`src/rtl/sd_channel_scheduler.sv`:
```
// sd_channel_scheduler
//   Lets two symbol producers take turns on one external sequence detector.
//   A grant lasts for up to BURST symbols. The detector is cleared between
//   bursts, and the match count of each burst is added to a saturating
//   per-requester hit counter.
//
//   Handshake: a symbol moves on requester N when validN && readyN are both
//   high at a rising clock edge. readyN is combinational and can only be
//   high in FEED, for the current owner, while beats < BURST. The producer
//   must hold symN stable while validN is high. If the producer drops validN
//   without a transfer, the burst ends.
//
//   Optional build macro: SD_STRICT_PRIO_EN. When it is defined, requester 0
//   wins every arbitration in which it is valid. When it is not defined,
//   arbitration is round-robin on last_owner.
//
//   Ports:
//     clock, reset_        clock; synchronous active-low reset
//     sym0/valid0/ready0   requester 0 symbol stream
//     sym1/valid1/ready1   requester 1 symbol stream
//     det_x1_x0            symbol to detector (pad 01 when idle)
//     det_reset_           registered detector reset, active-low
//     det_z3_z0            detector match count
//     owner                current or last grant holder
//     busy                 FSM is not in IDLE
//     hit0, hit1           saturating accumulated match counts
module sd_channel_scheduler #(
  parameter int BURST = 12,
  parameter int CW    = 8
) (
  input  logic          clock,
  input  logic          reset_,
  input  logic [1:0]    sym0,
  input  logic          valid0,
  output logic          ready0,
  input  logic [1:0]    sym1,
  input  logic          valid1,
  output logic          ready1,
  output logic [1:0]    det_x1_x0,
  output logic          det_reset_,
  input  logic [3:0]    det_z3_z0,
  output logic          owner,
  output logic          busy,
  output logic [CW-1:0] hit0,
  output logic [CW-1:0] hit1
);

  localparam int BW = $clog2(BURST + 1);
  // The sum must be wide enough to hold a 4-bit detector count, even when CW < 4.
  localparam int SW = ((CW > 4) ? CW : 4) + 1;
  localparam logic [BW-1:0] BURST_C = BW'(BURST);
  localparam logic [SW-1:0] HIT_MAX = {{(SW-CW){1'b0}}, {CW{1'b1}}};
  // Pattern 01 never advances the detector count, so driving it is harmless.
  localparam logic [1:0]    PAD     = 2'b01;

  typedef enum logic [1:0] {S_IDLE, S_FEED, S_COLLECT} state_t;

  state_t          r_state, w_state_nxt;
  logic            r_owner, w_owner_nxt;
  logic [BW-1:0]   r_beats, w_beats_nxt;
  logic            r_det_reset_, w_det_reset_nxt;
  logic [CW-1:0]   r_hit0, w_hit0_nxt;
  logic [CW-1:0]   r_hit1, w_hit1_nxt;
  logic            w_win;
  logic            w_valid_own;
  logic [1:0]      w_sym_own;
  logic            w_room;
  logic [CW-1:0]   w_hit_own;
  logic [SW-1:0]   w_sum;
  logic [CW-1:0]   w_hit_sat;

`ifdef SD_STRICT_PRIO_EN
  assign w_win = valid0 ? 1'b0 : 1'b1;
`else
  logic            r_last_owner, w_last_owner_nxt;
  // When both requesters are valid, the one that did not hold the last grant wins.
  assign w_win = (valid0 && valid1) ? ~r_last_owner : valid1;
`endif

  assign w_valid_own = r_owner ? valid1 : valid0;
  assign w_sym_own   = r_owner ? sym1 : sym0;
  assign w_room      = (r_beats < BURST_C);
  assign w_hit_own   = r_owner ? r_hit1 : r_hit0;
  assign w_sum       = SW'(w_hit_own) + SW'(det_z3_z0);
  assign w_hit_sat   = (w_sum > HIT_MAX) ? HIT_MAX[CW-1:0] : w_sum[CW-1:0];

  always_comb begin
    w_state_nxt     = r_state;
    w_owner_nxt     = r_owner;
    w_beats_nxt     = r_beats;
    w_det_reset_nxt = r_det_reset_;
    w_hit0_nxt      = r_hit0;
    w_hit1_nxt      = r_hit1;
`ifndef SD_STRICT_PRIO_EN
    w_last_owner_nxt = r_last_owner;
`endif
    ready0    = 1'b0;
    ready1    = 1'b0;
    det_x1_x0 = PAD;
    case (r_state)
      S_IDLE: begin
        if (valid0 || valid1) begin
          w_owner_nxt     = w_win;
          w_beats_nxt     = '0;
          w_det_reset_nxt = 1'b1;
          w_state_nxt     = S_FEED;
        end
      end
      S_FEED: begin
        ready0 = ~r_owner & w_room;
        ready1 =  r_owner & w_room;
        if (w_room && w_valid_own) begin
          det_x1_x0   = w_sym_own;
          w_beats_nxt = r_beats + 1'b1;
        end else begin
          // A stall or a full burst ends the grant. This cycle drives the pad.
          w_state_nxt = S_COLLECT;
        end
      end
      S_COLLECT: begin
        // After the last transfer and the pad, det_z3_z0 holds the final count for this burst.
        if (r_owner) w_hit1_nxt = w_hit_sat;
        else         w_hit0_nxt = w_hit_sat;
        w_det_reset_nxt = 1'b0;
`ifndef SD_STRICT_PRIO_EN
        w_last_owner_nxt = r_owner;
`endif
        w_state_nxt = S_IDLE;
      end
      default: w_state_nxt = S_IDLE;
    endcase
  end

  always_ff @(posedge clock) begin
    if (!reset_) begin
      r_state      <= S_IDLE;
      r_owner      <= 1'b0;
      r_beats      <= '0;
      r_det_reset_ <= 1'b0;
      r_hit0       <= '0;
      r_hit1       <= '0;
`ifndef SD_STRICT_PRIO_EN
      r_last_owner <= 1'b1;
`endif
    end else begin
      r_state      <= w_state_nxt;
      r_owner      <= w_owner_nxt;
      r_beats      <= w_beats_nxt;
      r_det_reset_ <= w_det_reset_nxt;
      r_hit0       <= w_hit0_nxt;
      r_hit1       <= w_hit1_nxt;
`ifndef SD_STRICT_PRIO_EN
      r_last_owner <= w_last_owner_nxt;
`endif
    end
  end

  assign det_reset_ = r_det_reset_;
  assign owner      = r_owner;
  assign busy       = (r_state != S_IDLE);
  assign hit0       = r_hit0;
  assign hit1       = r_hit1;

endmodule

```
`config.mk`:
```
export PLATFORM = sky130hd
export DESIGN_NAME = sd_channel_scheduler
export DESIGN_NICKNAME = d
export VERILOG_FILES = /design/src/rtl/sd_channel_scheduler.sv
export SDC_FILE = /design/constraint.sdc
export NUM_CORES = 1
export LEC_CHECK = 0
export CAP_MARGIN = 20
export CORE_ASPECT_RATIO = 0.5
export CORE_MARGIN = 4
export CORE_UTILIZATION = 46
export CTS_BUF_LIST = sky130_fd_sc_hd__clkbuf_4 sky130_fd_sc_hd__clkbuf_8
export CTS_CLUSTER_SIZE = 30
export DETAILED_ROUTE_END_ITERATION = 8
export GPL_TIMING_DRIVEN = 1
export HOLD_SLACK_MARGIN = 0.06
export PLACE_DENSITY = 0.78
export SYNTH_ARGS = -nofsm -noshare
export SYNTH_HDL_FRONTEND = slang
export SYNTH_SLANG_ARGS = --single-unit
```
`constraint.sdc`:
```
create_clock -name clock -period 2.5 [get_ports clock]
set_input_delay 0.375 -clock clock [delete_from_list [all_inputs] [get_ports clock]]
set_output_delay 0.375 -clock clock [all_outputs]
set_load 0.01 [all_outputs]
```
==> impl_metrics.yaml <==
routing:
  drc_errors: 0
  drtAntennaViolNets: 0
  initialDrtViolationCount: 53
  vias: 1336
  detail_route.wl_per_cell_um: 14.9
  drt-vias-per-instance: 5.71
  overall_routed_net_length_mm: 3.49
  drtPass1Iterations: 5
cts:
  cts.repair.resized: 2
  cts_hold_buf: 0
  postCtsSetupRepairBufs: 0
  path_clk_slew_ns: 0.10
  cts_buffers: 3
  cts_max_path_buffers: 2
  cts-htree-levels: 1
  cts_num_sinks: 25
  cts_root_buffer: "sky130_fd_sc_hd__clkbuf_8"
  cts_tree: "done"
  clock_latency_ns: 0.28
global_route:
  number_of_antenna_violations_at_the_first_check_in_global_routing: 0
  grt_overflow_total: 0
  grt_pass1_vias: 1246
  grt_usage_pct: 18.0
  largest_net_degree_at_the_start_of_global_routing: 22
  first_pass_grt_wire_length_mm: 5.68
timing:
  final-setup-viol-count: 0
  endpoints_failing_hold: 0
  slew_headroom_pct: 61.5
  final-max-slew-violation-count: 0
  worst_hold_slack_ns: 0.457
  finalCriticalPeriod_ns: 2.44
  accumulated_negative_setup_slack_ns: 0
  timing.fmax_ghz: 0.409
  unrepaired_setup_endpoints_after_global_routing: "false"
  timing.final.crit_share_pct: 97.8
  finalClockSkew_ns: 0.0121
  timing_worst_slew_pin_value_ns: 0.575
placement:
  place.gp.congestion: 0.856
  place.port_buffers: 34
  detailed_place_hpwl_mm: 2.57
  post_dp_cell_area_um2: 1780
die:
  die_h_um: 47.0
  die_w_um: 86.1
  ios: 35
  design.die.area_um2: 4050
  fp-row-count: 13
  start_util_pct: 51.0
  std_cell_core_area_um2: 2750
outcome:
  result_of_the_run: "finished clean"
setup_path:
  critPathKind: "reg -> out"
  arrival_ns: 2.07
  rrSetupSlack_ns: 0.19
  setup.worst_path.end_class: "primary output"
  worstPathMaxFanout: 21
  cp.required_ns: 2.12
  start_kind: "flop"
hold_path:
  hold_path_class: "reg -> reg"
synth:
  yosysSeqAreaShare_pct: 35.7
  synthesis.area_per_instance_um2: 8.70
  postSynthCellCount: 161
  synth.ff_latch_count: 25
  postSynth.topFlopCell: "sky130_fd_sc_hd__dfxtp_1"
  netlist-cell-type-count: 53
  synth-async-reset-ratio_pct: 0
  mappedNetlistNets: 179
  syn-cell-area_um2: 1400
  yosysWarningCount: 0
  number_of_enable_flip_flop_cells_after_synthesis: 0
final_layout:
  layout.nets: 216
  fin_util_pct: 67.1
  area_growth_syn_to_fin_pct: 31.6
  finish.instance_area_um2: 1840
  layout-drive-gt1-share_pct: 11.7
  antenna_cells_inserted: 0
  filler_cell_count: 233
power:
  cellPowerDensity_nw_per_um2: 450
  vdd.ir_drop.worst_mv: 0.282
  power.static_leakage_nw: 0.712
run:
  max_cap_violations: 0
## registers in the layout (all words and copies together), names as in the netlist
signal	cells
owner	1
hit1	8
r_last_owner	1
r_state	2
r_beats	4
det_reset_	1
hit0	8
## final timing paths
check                                  start            to  cells past startpoint
worst max-delay path                   owner  det_x1_x0[0]                      5
worst max register to register         owner       hit1[0]                      7
worst min-delay path            r_last_owner  r_last_owner                      2
worst min register to register  r_last_owner  r_last_owner                      2
## logic make-up (layout without fill, tap and decap cells)
group	count (synthesis)	count (layout)	synth area share, %
compound gates	54	54	26.1
xor+xnor	2	2	1.25
fa+ha+maj	6	6	5.89
buf+inv	10	46	3.75
flops	25	25	35.7
mux	11	11	8.48
simple gates	53	53	18.8
## cells in the final DEF, fill, tap and decap left out, drive strengths merged, types with 2 or more instances in the layout
master,Yosys,final
and3,4,4
nand2,21,21
a21oi,14,14
o31ai,2,2
nor2b,4,4
dfxtp,25,25
buf,5,5
a21boi,2,2
nor2,7,7
mux2,7,7
clkdlybuf4s50,0,34
mux2i,4,4
nand3,5,5
o21a,2,2
ha,5,5
clkbuf,2,3
a32oi,2,2
inv,3,3
nand2b,2,2
o21ai,14,14
a211oi,3,3
## worst max-delay path, stage by stage (launching register included)
cell	delay (ns)
sky130_fd_sc_hd__dfxtp_4	0.41
sky130_fd_sc_hd__buf_8	0.19
sky130_fd_sc_hd__mux2_2	0.38
sky130_fd_sc_hd__nand3_1	0.16
sky130_fd_sc_hd__a211o_1	0.12
sky130_fd_sc_hd__clkdlybuf4s50_1	0.53
## per-stage QoR
step | setup WS [ns] | instances | total power [mW]
detailed placement | 0.102 | 230 | 0.583
CTS | 0.00919 | 234 | 0.832
floorplan | 0.00126 | 161 | 0.518
finish | 0.0554 | 234 | 0.829
global route | 0.00876 | 234 | 0.861
global placement | 0.111 | 230 | 0.579
## synth_stat cells, types with 2 or more instances
library cell                n  share of area (%)
sky130_fd_sc_hd__ha_1       5                4.5
sky130_fd_sc_hd__a21oi_1   12                4.3
sky130_fd_sc_hd__dfxtp_1   25                 36
sky130_fd_sc_hd__mux2_2     7                5.6
sky130_fd_sc_hd__o21a_1     2                1.1
sky130_fd_sc_hd__mux2i_1    4                2.9
sky130_fd_sc_hd__inv_1      3               0.80
sky130_fd_sc_hd__nand3_1    5                1.8
sky130_fd_sc_hd__a211oi_1   3                1.6
sky130_fd_sc_hd__o21ai_0   13                4.6
sky130_fd_sc_hd__a21oi_2    2                1.3
sky130_fd_sc_hd__buf_2      3                1.1
sky130_fd_sc_hd__nor2_1     7                1.9
sky130_fd_sc_hd__o31ai_1    2                1.1
sky130_fd_sc_hd__nand2_1   21                5.6
sky130_fd_sc_hd__nor2b_1    4                1.8
sky130_fd_sc_hd__a32oi_1    2                1.3
sky130_fd_sc_hd__clkbuf_1   2               0.54
sky130_fd_sc_hd__and3_1     4                1.8
sky130_fd_sc_hd__nand2b_1   2               0.89
## power by group
| group | internal (mW) | switching [mW] | total, mW |
|---|---|---|---|
| clock | 0.113 | 0.140 | 0.253 |
| sequential | 0.409 | 0.0125 | 0.421 |
| combinational | 0.0806 | 0.0741 | 0.155 |
| total | 0.603 | 0.227 | 0.829 |
## final cells by class
cell class	count	area, um^2	share of cell area (%)
tap	37	46.3	2.51
inverter	3	11.3	0.611
sequential	25	504	27.3
clock inverter	1	7.51	0.407
multi-input combinational	126	848	46.0
timing repair buffer	39	385	20.9
clock buffer	3	41.3	2.24
## layer usage
| layer | vias up | GRT usage [%] | routed length (um) |
|---|---|---|---|
| li1 | 671 | - | - |
| met1 | 627 | 23.0 | 1700 |
| met2 | 34 | 30.8 | 1550 |
| met3 | 4 | 4.03 | 193 |
| met4 | 0 | 6.62 | 46 |
| met5 | - | 0 | 0 |
No activity file was read; power rests on OpenSTA's default activity.
